--- src/rtl/led_blink_multi.sv ---
// ---------------------------------------------------------------------------
// led_blink_multi
//   Multi-channel LED blinker that sits between the board-control register
//   logic and the LED pins. Each channel has a run-time mode and a half-period.
//   Both are loaded by a one-cycle config write strobe. A global restart
//   brings every BLINK channel back into phase.
//
//   Modes: 00 OFF, 01 ON, 10 BLINK, 11 ONESHOT.
//   A period of 0 is treated as 1, so the effective period Pe is never zero.
//
// Ports
//   clk          in   system clock, rising edge
//   rst_n        in   asynchronous, active-low reset
//   cfg_we       in   config write strobe, one cycle
//   cfg_ch       in   target channel index ($clog2(NUM_CH)+1 bits)
//   cfg_mode     in   channel mode
//   cfg_period   in   half-period / on-time in cycles (CNT_W bits)
//   sync_restart in   realign all BLINK channels (cnt=0, led=1)
//   bright       in   8-bit brightness; present only with LED_PWM_EN
//   led          out  LED drive per channel, 1 = lit
//   done         out  one-cycle pulse when a ONESHOT completes
//   cfg_err      out  one-cycle pulse on a write to an invalid channel
//
// Build option
//   LED_PWM_EN   adds the bright input and an 8-bit free-running PWM counter.
//                led is then gated by (pwm_cnt < bright).
// ---------------------------------------------------------------------------
module led_blink_multi #(
    parameter int              NUM_CH     = 4,
    parameter int              CNT_W      = 24,
    parameter logic [CNT_W-1:0] DEF_PERIOD = 24'd5000000
) (
    input  logic                       clk,
    input  logic                       rst_n,
    input  logic                       cfg_we,
    input  logic [$clog2(NUM_CH):0]    cfg_ch,
    input  logic [1:0]                 cfg_mode,
    input  logic [CNT_W-1:0]           cfg_period,
    input  logic                       sync_restart,
`ifdef LED_PWM_EN
    input  logic [7:0]                 bright,
`endif
    output logic [NUM_CH-1:0]          led,
    output logic [NUM_CH-1:0]          done,
    output logic                       cfg_err
);

    localparam int CH_W = $clog2(NUM_CH) + 1;

    typedef enum logic [1:0] {
        MODE_OFF     = 2'b00,
        MODE_ON      = 2'b01,
        MODE_BLINK   = 2'b10,
        MODE_ONESHOT = 2'b11
    } mode_t;

    logic [NUM_CH-1:0] w_led_q;
    logic [NUM_CH-1:0] w_done_q;
    logic              r_cfg_err;

    // A write to a channel that does not exist only raises the error pulse.
    always_ff @(posedge clk or negedge rst_n) begin
        if (!rst_n) begin
            r_cfg_err <= 1'b0;
        end else begin
            r_cfg_err <= cfg_we && (cfg_ch >= CH_W'(NUM_CH));
        end
    end

    genvar g;
    generate
        for (g = 0; g < NUM_CH; g++) begin : g_ch
            mode_t            r_mode;
            logic [CNT_W-1:0] r_period;
            logic [CNT_W-1:0] r_cnt;
            logic             r_led;
            logic             r_done;

            mode_t            w_mode_nxt;
            logic [CNT_W-1:0] w_period_nxt;
            logic [CNT_W-1:0] w_cnt_nxt;
            logic             w_led_nxt;
            logic             w_done_nxt;
            logic             w_wr;
            logic [CNT_W-1:0] w_term;

            assign w_wr = cfg_we && (cfg_ch == CH_W'(g));
            // Terminal count is Pe-1. A zero period behaves like a period of 1.
            assign w_term = (r_period == '0) ? '0 : (r_period - 1'b1);

            // Priority: config write, then sync_restart, then terminal count.
            always_comb begin
                w_mode_nxt   = r_mode;
                w_period_nxt = r_period;
                w_cnt_nxt    = r_cnt;
                w_led_nxt    = r_led;
                w_done_nxt   = 1'b0;
                if (w_wr) begin
                    w_mode_nxt   = mode_t'(cfg_mode);
                    w_period_nxt = cfg_period;
                    w_cnt_nxt    = '0;
                    w_led_nxt    = (cfg_mode != MODE_OFF);
                end else if (sync_restart && (r_mode == MODE_BLINK)) begin
                    w_cnt_nxt = '0;
                    w_led_nxt = 1'b1;
                end else begin
                    case (r_mode)
                        MODE_OFF: begin
                            w_cnt_nxt = '0;
                            w_led_nxt = 1'b0;
                        end
                        MODE_ON: begin
                            w_cnt_nxt = '0;
                            w_led_nxt = 1'b1;
                        end
                        MODE_BLINK: begin
                            if (r_cnt == w_term) begin
                                w_cnt_nxt = '0;
                                w_led_nxt = ~r_led;
                            end else begin
                                w_cnt_nxt = r_cnt + 1'b1;
                            end
                        end
                        MODE_ONESHOT: begin
                            if (r_cnt == w_term) begin
                                w_cnt_nxt  = '0;
                                w_led_nxt  = 1'b0;
                                w_mode_nxt = MODE_OFF;
                                w_done_nxt = 1'b1;
                            end else begin
                                w_cnt_nxt = r_cnt + 1'b1;
                            end
                        end
                        default: begin
                            w_cnt_nxt = '0;
                            w_led_nxt = 1'b0;
                        end
                    endcase
                end
            end

            always_ff @(posedge clk or negedge rst_n) begin
                if (!rst_n) begin
                    r_mode   <= MODE_OFF;
                    r_period <= DEF_PERIOD;
                    r_cnt    <= '0;
                    r_led    <= 1'b0;
                    r_done   <= 1'b0;
                end else begin
                    r_mode   <= w_mode_nxt;
                    r_period <= w_period_nxt;
                    r_cnt    <= w_cnt_nxt;
                    r_led    <= w_led_nxt;
                    r_done   <= w_done_nxt;
                end
            end

            assign w_led_q[g]  = r_led;
            assign w_done_q[g] = r_done;
        end
    endgenerate

`ifdef LED_PWM_EN
    logic [7:0] r_pwm_cnt;
    logic       w_pwm_on;

    // Free-running; wraps 255 -> 0 naturally.
    always_ff @(posedge clk or negedge rst_n) begin
        if (!rst_n) begin
            r_pwm_cnt <= 8'd0;
        end else begin
            r_pwm_cnt <= r_pwm_cnt + 8'd1;
        end
    end

    // bright=0 never lights; bright=255 lights 255 of every 256 cycles.
    assign w_pwm_on = (r_pwm_cnt < bright);
    assign led      = w_led_q & {NUM_CH{w_pwm_on}};
`else
    assign led      = w_led_q;
`endif

    assign done    = w_done_q;
    assign cfg_err = r_cfg_err;

endmodule

--- config.mk ---
export PLATFORM = sky130hd
export DESIGN_NAME = led_blink_multi
export DESIGN_NICKNAME = d
export VERILOG_FILES = /design/src/rtl/led_blink_multi.sv
export SDC_FILE = /design/constraint.sdc
export NUM_CORES = 1
export LEC_CHECK = 0
export CORE_ASPECT_RATIO = 1.5
export CORE_UTILIZATION = 60
export CTS_CLUSTER_SIZE = 14
export DETAILED_ROUTE_END_ITERATION = 6
export HOLD_SLACK_MARGIN = 0.05
export PLACE_DENSITY = 0.75
export SKIP_CTS_REPAIR_TIMING = 1
export SYNTH_ARGS = -nofsm -noshare
export SYNTH_HDL_FRONTEND = slang
export SYNTH_SLANG_ARGS = --single-unit
--- constraint.sdc ---
create_clock -name clk -period 4.3 [get_ports clk]
set_input_delay 0.86 -clock clk [delete_from_list [all_inputs] [get_ports clk]]
set_output_delay 0.86 -clock clk [all_outputs]
set_load 0.02 [all_outputs]
# Yosys cells after proc, flatten, opt, wreduce, memory -nomap -nowiden
# Cells that the tools add are included.
# word_totals
inputBits	33
register_bits	209
output_inout_bits	9
# op_classes
n_lt_le_gt_ge	1
n_reduce_logical	43
eq_ne	31
n_addsub	8
n_mux	72
bitwise_logic	4
# ops
cell	count
$mux W24	16
$pmux W24 S2	4
$add A24 B1 Y24 const B	4
$eq A24 B24 Y1	4
$logic_not A24 Y1	4
$sub A24 B1 Y24 const B	4
$mux W1	32
$mux W2	16
$reduce_bool A2 Y1	9
$eq A2 B2 Y1 const B	8
$ne A4 B2 Y1 const B	4
$ne A4 B4 Y1 const B	4
$pmux W1 S4	4
$reduce_or A2 Y1	8
$reduce_and A3 Y1	4
$logic_and A1 B1 Y1	9
$eq A2 B1 Y1 const B	4
$logic_not A2 Y1	4
$ne A2 B2 Y1 const B	4
$reduce_and A2 Y1	4
$eq A3 B2 Y1 const B	2
$not A1 Y1	4
$eq A3 B1 Y1 const B	1
$ge A3 B3 Y1 const B	1
$logic_not A3 Y1	1

# Longest topological paths before layout
# Gate-level depths: netlist of the first run.
# logic_depth
word_depth	7
mapped_depth	16

# Least setup slack after synthesis of the first run
# OpenSTA, ideal clock, no wires.
# synth_path
kind	reg-to-reg
startpoint	reg g_ch[0].r_period[0]
endpoint	reg g_ch[0].r_led
setup_slack_ns	0.706
t_arrival_ns	3.469
setup_ns	0.125
required_ns	4.175
path_stages_with_launch	13
path_cell_list	dfrtp_1 > inv_1 > ha_1 > nor3b_4 > nand3_1 > or3_1 > xor2_1 > a221oi_1 > nand4_1 > or4_1 > or4b_4 > o211ai_4 > mux2_4
# synth_via
elab_chain_len	5
elab_cells_between_ends	7
# synth_lines
element	line_no	rtl
from (decl)	74	logic [CNT_W-1:0] r_period;
from (signal assigned)	151	r_period <= w_period_nxt;
$sub A24 B1 Y24 or $logic_not A24 Y1 (tied branches)	89	assign w_term = (r_period == '0) ? '0 : (r_period - 1'b1);
$mux W24 *	89	
$eq A24 B24 Y1 *	117, 125	
$ne A4 B4 Y1 (no source line) or $ne A4 B2 Y1 (tied branches)	n/a	
$reduce_and A2 Y1 (no source line) *	n/a	
to (signal assigned)	153	r_led <= w_led_nxt;
to (decl)	76	logic r_led;
# Mark *: on every way between the ends. The rest lies on a longest branch, timed or not.
# A chain may end at the register's enable or synchronous reset.

# Worst setup path in the final report of the first run
# Ends and elaborated chain as after synthesis.

==> results.json, run 1 <==
{
  "ys_seq_elements": 209,
  "path_delay_family": "simple AND/OR/NAND/NOR gates",
  "drt_wl_total_um": 35500,
  "synth-edff-count": 0,
  "first_pass_iters": 5,
  "syn_to_final_growth_pct": 9.60,
  "reg2reg_path_depth": 11,
  "sequential_cell_area_um2": 5270,
  "detail_route.iter0.violations": 750,
  "period_minus_slack_ns": 3.97,
  "layout-drive-gt1-share": 0.157,
  "mappedNetlistArea_um2": 13800,
  "slew_viol_final": 0,
  "rsz_0062_raised_after_global_routing": "false",
  "die_y_um": 188,
  "hp-class": "input pin to asynchronous set/reset pin",
  "detailroute.via_count": 11400,
  "cells_along_the_critical_path": "inv_1 > ha_1 > nor3b_4 > nand4_2 > buf_4 > or3_1 > a22o_1 > or4_1 > or4b_4 > o211ai_4 > mux2_4",
  "first_global_vias": 11400,
  "setup_ws_ns": 0.333,
  "path_buf_inv": 2,
  "outcome": "complete, no violations",
  "setup.worst_path.start_class": "flop",
  "gr-usage-all-layers": 0.312,
  "synth-warning-count": 0,
  "fmax_mhz": 252,
  "critical_path_arrival_ns": 4.38,
  "power_density_nw_per_um2": 418,
  "timing_worst_setup_path_type": "flop to flop",
  "period_share": 0.923,
  "grt_antenna_before_repair": 0,
  "critPathCaptureType": "flop",
  "numCtsBuffers": 23,
  "synth_top_cell_by_area": "sky130_fd_sc_hd__dfrtp_1",
  "top_ports": 42,
  "synth.distinct_cells": 89,
  "finalHoldViolCount": 0,
  "synth_top_flop_cell": "sky130_fd_sc_hd__dfrtp_1",
  "ys_top_cells_by_count": "206 x sky130_fd_sc_hd__nor2_1, 177 x sky130_fd_sc_hd__dfrtp_1, 101 x sky130_fd_sc_hd__nand2_1, 99 x sky130_fd_sc_hd__xnor2_1, 91 x sky130_fd_sc_hd__mux2_2",
  "fp-row-count": 67,
  "finalClockSkew_ns": 0.0208,
  "nets": 1568,
  "io_buffers": 41,
  "async_flop_share": 1.00,
  "crit_path_max_incr_delay_ns": 0.57,
  "diodes": 0,
  "clock_tree.htree_level_count": 1,
  "global_route.overflow_total": 0,
  "clock_latency_ns": 0.54,
  "synthesis.instances": 1504,
  "irDropWorstVdd_mv": 0.388,
  "synth_sequential_area_ratio": 0.382,
  "count_of_clock_tree_sinks": 209,
  "chipWidth_um": 126,
  "via_density": 6.30,
  "tritoncts": "built",
  "route.antenna.remaining_nets": 0,
  "routedWlPerCell_um": 19.7,
  "multi_input_gate_area_um2": 7970,
  "synth_top_cells_by_area": "sky130_fd_sc_hd__dfrtp_1 32%, sky130_fd_sc_hd__mux2_2 7.4%, sky130_fd_sc_hd__xnor2_1 6.3%",
  "gp_congestion": 0.933,
  "fp.coreArea_um2": 22500,
  "finalSetupViolations": 0,
  "post-dp-hpwl_um": 26100,
  "post-synth-top-area-fraction": 0.321,
  "final.setup.tns_ns": 0,
  "leading_cell_type_by_number_of_instances_after_synthesis": "sky130_fd_sc_hd__nor2_1",
  "relSlewSlack": 0.545,
  "pre_cts_slack_ns": 0.163,
  "fillerInstances": 1885,
  "worst-endpoint-required_ns": 4.71,
  "grt_max_degree": 128,
  "actual_slew_at_the_worst_max_slew_pin_ns": 0.682,
  "worst_setup_hold_path_clk_slew_ns": 0.06,
  "cts_buffer_depth": 3,
  "critPathSlowestCell": "sky130_fd_sc_hd__or4b_4",
  "power_leakage_nw": 5.72,
  "layout.core_utilization": 0.673,
  "cap_violations": 0,
  "synth_fp_nets": 1557,
  "timing.critical_path.depth": 11,
  "die_area_um2": 23600,
  "grt_first_pass_wirelength_um": 58600,
  "drt_drc_violations_left": 0,
  "ctsRootBufferMaster": "sky130_fd_sc_hd__clkbuf_16",
  "synth.avg_cell_area_um2": 9.18,
  "critical_path_peak_fanout": 9,
  "initial_utilization": 0.614
}
metal layers:
metal | part of all wire | global-route usage | up-vias
li1 | - | - | 5392
met1 | 0.40 | 0.380 | 5545
met2 | 0.50 | 0.543 | 335
met3 | 0.046 | 0.0317 | 124
met4 | 0.053 | 0.165 | 0
met5 | 0 | 0 | -
report_power, final:
part	internal, mW	total [mW]	leakage, nW	switching, mW
registers	2.27	2.72	2.66	0.447
logic	0.779	1.67	2.71	0.887
clock network	1.14	1.94	0.359	0.801
total	4.19	6.32	5.72	2.14
cell families after synthesis:
family | Yosys count | share of synthesized area
and+or+nand+nor | 650 | 0.247
buffers and inverters | 124 | 0.0418
AOI/OAI and AO/OA | 217 | 0.110
adders and majority gates | 20 | 0.0181
DFF | 209 | 0.382
xor gates and xnor gates | 178 | 0.116
muxes | 106 | 0.0855
placed cells by master, fill, tap and decap left out, types with 50 or more instances in the layout:
cell / count
sky130_fd_sc_hd__mux2_2: 91
sky130_fd_sc_hd__nand2_1: 101
sky130_fd_sc_hd__xnor2_1: 99
sky130_fd_sc_hd__xor2_1: 76
sky130_fd_sc_hd__nand3_1: 76
sky130_fd_sc_hd__nor3_1: 54
sky130_fd_sc_hd__o21ai_0: 50
sky130_fd_sc_hd__dfrtp_1: 177
sky130_fd_sc_hd__nor2_1: 205
stage by stage:
| step | cell area, um2 | std cells | total power, mW | hold slack (ns) |
|---|---|---|---|---|
| after floorplan | 13800 | 1504 | 3.91 | 0.480 |
| after global placement | 14400 | 1766 | 4.34 | 0.519 |
| after detailed placement | 14400 | 1766 | 4.39 | 0.527 |
| after CTS | 15100 | 1808 | 6.35 | 0.241 |
| after global routing | 15100 | 1808 | 6.65 | 0.262 |
| final | 15100 | 1808 | 6.32 | 0.240 |
layout make-up:
class                   count  share of cell area
multi-input cells        1171               0.527
well taps                 276              0.0228
inverters                  40             0.00993
repair buffers             70              0.0434
flip-flops and latches    209               0.348
clock buffers              36              0.0446
clock inverters             6             0.00405
final timing paths:
path	from	end	slack, ns
worst max-delay path	g_ch[0].r_period[0]$_DFFE_PN0P_	g_ch[0].r_led$_DFFE_PN0P_	0.33
worst min-delay path	rst_n	g_ch[3].r_cnt[5]$_DFF_PN0_	0.24
worst max register to register	g_ch[0].r_period[0]$_DFFE_PN0P_	g_ch[0].r_led$_DFFE_PN0P_	0.33
worst min register to register	g_ch[3].r_period[15]$_DFFE_PN0P_	g_ch[3].r_period[15]$_DFFE_PN0P_	0.54
max in group asynchronous	rst_n	g_ch[2].r_cnt[14]$_DFF_PN0_	3.06
min in group clk	g_ch[3].r_period[15]$_DFFE_PN0P_	g_ch[3].r_period[15]$_DFFE_PN0P_	0.54
flip-flops by register name, summed over array words and instances (netlist names):
signal         flops
g_ch.r_cnt        96
cfg_err            1
g_ch.r_mode        8
g_ch.r_done        4
g_ch.r_period     96
g_ch.r_led         4
(Power assumes the default switching activity.)
==> run 2, diff against run 1 <==
CTS_CLUSTER_SIZE = 24   (was 14)
==> results of run 2 <==
The final DEF is identical to that of run 1; final timing and power are the same.
